==> src/rtl/ram_fifo_ctrl.sv <==
// ram_fifo_ctrl: 8-bit FIFO controller over an external 512x8 dual-port RAM with a registered read port and one output head register.
// Latency: a word pushed in cycle N is presented on dout_valid/dout in cycle N+2 at the earliest; sustains 1 push + 1 pop per cycle.
// Backpressure: full rejects pushes and pulses overflow; dout_ready low holds the head word. Optional RAM_FIFO_LEVEL_EN adds almost_full/almost_empty.
module ram_fifo_ctrl #(
    parameter int unsigned AFULL_LVL  = 448,
    parameter int unsigned AEMPTY_LVL = 64
) (
    input  logic       clk,
    input  logic       rst,
    input  logic       push,
    input  logic [7:0] din,
    output logic       full,
    output logic [7:0] dout,
    output logic       dout_valid,
    input  logic       dout_ready,
    output logic [9:0] count,
    output logic       overflow,
    output logic       ram_wea,
    output logic [8:0] ram_addra,
    output logic [7:0] ram_dina,
    output logic       ram_reb,
    output logic [8:0] ram_addrb,
    input  logic [7:0] ram_doutb,
    output logic       ram_rea,
    output logic       ram_web
`ifdef RAM_FIFO_LEVEL_EN
    ,
    output logic       almost_full,
    output logic       almost_empty
`endif
);

    logic [8:0] wr_ptr;
    logic [8:0] rd_ptr;
    logic [9:0] ram_level;
    logic       push_acc;
    logic       rd_issue;
    logic       pop;

    // ram_level only counts words written in earlier cycles, so a read never targets the slot being written now.
    always_comb begin
        full     = (ram_level == 10'd512);
        pop      = dout_valid && dout_ready;
        push_acc = push && !full && !rst;
        rd_issue = (ram_level != 10'd0) && (!dout_valid || pop) && !rst;
    end

    assign ram_wea   = push_acc;
    assign ram_addra = wr_ptr;
    assign ram_dina  = din;
    assign ram_reb   = rd_issue;
    assign ram_addrb = rd_ptr;
    assign ram_rea   = 1'b0;
    assign ram_web   = 1'b0;
    assign dout      = ram_doutb;
    assign count     = ram_level + {9'd0, dout_valid};

    always_ff @(posedge clk) begin
        if (rst) begin
            wr_ptr     <= 9'd0;
            rd_ptr     <= 9'd0;
            ram_level  <= 10'd0;
            dout_valid <= 1'b0;
            overflow   <= 1'b0;
        end else begin
            if (push_acc) begin
                wr_ptr <= wr_ptr + 9'd1;
            end
            if (rd_issue) begin
                rd_ptr <= rd_ptr + 9'd1;
            end
            case ({push_acc, rd_issue})
                2'b10:   ram_level <= ram_level + 10'd1;
                2'b01:   ram_level <= ram_level - 10'd1;
                default: ram_level <= ram_level;
            endcase
            if (rd_issue) begin
                dout_valid <= 1'b1;
            end else if (pop) begin
                dout_valid <= 1'b0;
            end
            overflow <= push && full;
        end
    end

`ifdef RAM_FIFO_LEVEL_EN
    localparam logic [9:0] AFULL_L  = AFULL_LVL[9:0];
    localparam logic [9:0] AEMPTY_L = AEMPTY_LVL[9:0];

    assign almost_full  = (count >= AFULL_L);
    assign almost_empty = (count <= AEMPTY_L);
`endif

endmodule

==> config.mk <==
export PLATFORM = sky130hd
export DESIGN_NAME = ram_fifo_ctrl
export DESIGN_NICKNAME = d
export VERILOG_FILES = /design/src/rtl/ram_fifo_ctrl.sv
export SDC_FILE = /design/constraint.sdc
export NUM_CORES = 1
export LEC_CHECK = 0
export ABC_AREA = 1
export CAP_MARGIN = 20
export CORE_MARGIN = 2
export CORE_UTILIZATION = 40
export DETAILED_ROUTE_END_ITERATION = 8
export PLACE_DENSITY_LB_ADDON = 0.3
export SLEW_MARGIN = 20
export SYNTH_ARGS = -nofsm -noshare
export SYNTH_HDL_FRONTEND = slang
export SYNTH_SLANG_ARGS = --single-unit
==> constraint.sdc <==
create_clock -name clk -period 3.07 [get_ports clk]
set_input_delay 0.4605 -clock clk [delete_from_list [all_inputs] [get_ports clk]]
set_output_delay 0.4605 -clock clk [all_outputs]
set_load 0.1 [all_outputs]
==> results.toml <==
[run_status]
status = "finished clean"

[clocking]
cts.sinks = 30
ctsHtreeMaxLevel = 2
cts_hold_buf = 0
cts.clk_slew.worst_paths_ns = 0.07
cts_resized = 0
insertion_delay_ns = 0.28
cts-root-buf = "clkbuf_8"
clockBufferDepth = 2
numCtsBuffers = 5
post-cts-setup-buffer-count = 0
cts_tree = "done"

[power]
worst_ir_drop_vdd_mv = 0.5391
p_total_w = 0.002385
p_leak_nw = 1.347
powerDensity_nw_per_um2 = 882.0

[floorplan]
fp.dieW_um = 79.16
fp-row-count = 27
coreArea_um2 = 5473
die_y_um = 79.16
ios = 71
die_area_um2 = 6266
start_util_pct = 41.29

[routing]
drt_iter0_drc = 121
avgRoutedWirePerCell_um = 11.67
drcViolationCount = 0
final_antenna_net_count = 0
vias_per_cell = 4.819
first_pass_iters = 4
vias = 2135
wl_um = 5172

[setup_path]
worstSetupEndpointType = "flop"
arrival_ns = 2.91
critPathRequiredTime_ns = 3.26
reg2reg_to = "ram_level[9]"
rr_worst_depth = 16
r2r_start = "ram_level[0]"
crit_path_start_kind = "flop"
critical_path_class = "flop to flop"
ff2ff_setup_slack_ns = 0.35
cp_max_fo = 10

[place]
port_buffers = 36
place_congestion = 0.8686
placed_cells = 436
hpwlAfterDp_um = 3922
placed_area_um2 = 2591

[final_layout]
drive_above_1_share_pct = 16.98
fin_area_um2 = 2704
nNetsFinal = 405
areaGrowthSynthToFinish_pct = 19.66
antenna_cells = 0
nFillCells = 593
final_cells = 443

[timing]
finalClockSkew_ns = 0.002671
max_freq_mhz = 367.7
finalCriticalPeriod_ns = 2.720
setup_viol = 0
hold_viol = 0
period_share_pct = 88.59
finalMaxSlewViolations = 0
finalSetupTns_ns = 0
rsz0062_at_grt = "no"
max_slew.worst_pin.slew_ns = 0.5413
timing.slew.headroom_pct = 63.64

[global_route]
antenna_found_initial = 0
grt_max_degree = 14
track_usage_pct = 17.05
grt_pass1_wl_um = 8597
grt_pass1_vias = 1918
globalRouteOverflowTotal = 0

[worst_hold_path]
holdPathEnd = "ram_addrb[5]"
hold_depth = 2
hold_start = "ram_addrb[5]"
worstHoldPathType = "flop to flop"

[synth]
ys_seq_area_share_pct = 26.58
synth.distinct_cells = 29
yosysWarningCount = 0
syn_inst = 343
synth_area_um2 = 2260
synth-seq-cells = 30
syn_avg_cell_area_um2 = 6.588

[flow_run]
maxCapViolCount = 0
[metrics by stage]
| step | setup WS [ns] | hold WS, ns | util (%) |
|---|---|---|---|
| after floorplan | 0.009198 | 0.5626 | - |
| after global placement | 0.2307 | 0.4712 | 47.35 |
| after detailed placement | 0.1379 | 0.4858 | 47.35 |
| after CTS | 0.3167 | 0.4985 | 49.41 |
| after global routing | 0.07452 | 0.5102 | 49.41 |
| final | 0.3503 | 0.4987 | 49.41 |
[registers in the layout, indices dropped and copies added, names as in the netlist]
signal,count
dout_valid,1
overflow,1
ram_addra,9
ram_addrb,9
ram_level,10
[layout make-up]
type,count,area (µm²),share of cell area [%]
Inverter,57,217.7,8.052
Timing Repair Buffer,43,367.9,13.60
Multi-Input combinational cell,234,1311,48.50
Clock buffer,6,82.58,3.054
Sequential cell,30,604.3,22.35
Tap cell,72,90.09,3.332
Clock inverter,1,30.03,1.111
[worst max-delay path, stage by stage, from the launching register on]
cell	delay [ns]
dfxtp_1	0.34
inv_1	0.15
nand3_2	0.11
nor2_4	0.21
nand2_4	0.12
nand3_1	0.16
clkinvlp_4	0.16
ha_4	0.23
ha_1	0.35
a21oi_1	0.28
nand2_1	0.11
nand2_1	0.09
nand3_1	0.08
nand2_1	0.07
nand3_1	0.06
nand2_1	0.07
inv_1	0.03
[logic make-up after synthesis]
family,after synthesis,share of synthesized area (%)
other,1,0.1660
AOI/OAI and AO/OA,37,8.527
buffers and inverters,80,16.78
adders and majority gates,14,8.084
DFF,30,26.58
xor gates and xnor gates,15,5.814
and+or+nand+nor,166,34.05
[metal layers]
metal / vias up / track usage (%) / part of all wire, %
met1: 962 / 22.44 / 48
met2: 39 / 28.22 / 46
met5: - / 0 / 0
met3: 7 / 3.068 / 4.6
li1: 1127 / - / -
met4: 0 / 5.517 / 1.1
[worst max path at each step]
stage | from | end | slack (ns) | cells after the start
2_1_floorplan | dout_valid | ram_level[7] | 0.009 | 15
3_3_place_gp | dout_ready | ram_level[7] | 0.23 | 15
3_5_place_dp | dout_ready | ram_level[7] | 0.14 | 15
4_1_cts | ram_level[0] | count[8] | 0.32 | 7
5_1_grt | ram_level[0] | ram_level[9] | 0.07 | 16
6_report | ram_level[0] | ram_level[9] | 0.35 | 16
[layout by cell type, fill, tap and decap left out, types with 2 or more instances in the layout]
cell,count
ha_1,12
buf_4,37
nor2_2,2
conb_1,2
nand2_4,2
nor2_1,28
inv_1,54
nand2_1,76
nand3_1,34
nand3_2,3
xor2_1,12
xor2_2,2
o21ai_0,8
nor3_1,5
a21oi_1,26
nand4_1,11
clkdlybuf4s50_1,3
nand3b_1,2
dfxtp_1,29
clkbuf_8,6
buf_12,3
[synthesized netlist by cell type]
master,number,area share [%]
a21o_1,1,0.33
a21oi_1,26,5.8
buf_4,19,6.3
buf_6,1,0.50
clkbuf_1,3,0.50
clkinv_1,1,0.17
conb_1,1,0.17
dfxtp_1,30,27
fa_1,1,0.89
ha_1,13,7.2
inv_1,55,9.1
inv_2,1,0.17
nand2_1,76,13
nand2_4,2,1.0
nand3_1,34,7.5
nand3_2,3,1.3
nand3_4,1,0.78
nand3b_1,2,0.66
nand4_1,11,3.0
nor2_1,28,4.7
nor2_2,2,0.55
nor2_4,1,0.50
nor3_1,5,1.1
o21a_1,1,0.33
o21ai_0,8,1.8
o21bai_1,1,0.33
or2_2,1,0.28
xnor2_1,1,0.39
xor2_1,14,5.4
[power by group]
part / internal [W] / switching (W) / total, W
registers: 0.000457 / 0.0000787 / 0.000536
clock network: 0.000259 / 0.000155 / 0.000415
logic: 0.000384 / 0.00105 / 0.00143
total: 0.00110 / 0.00128 / 0.00238
(Power assumes the default switching activity.)
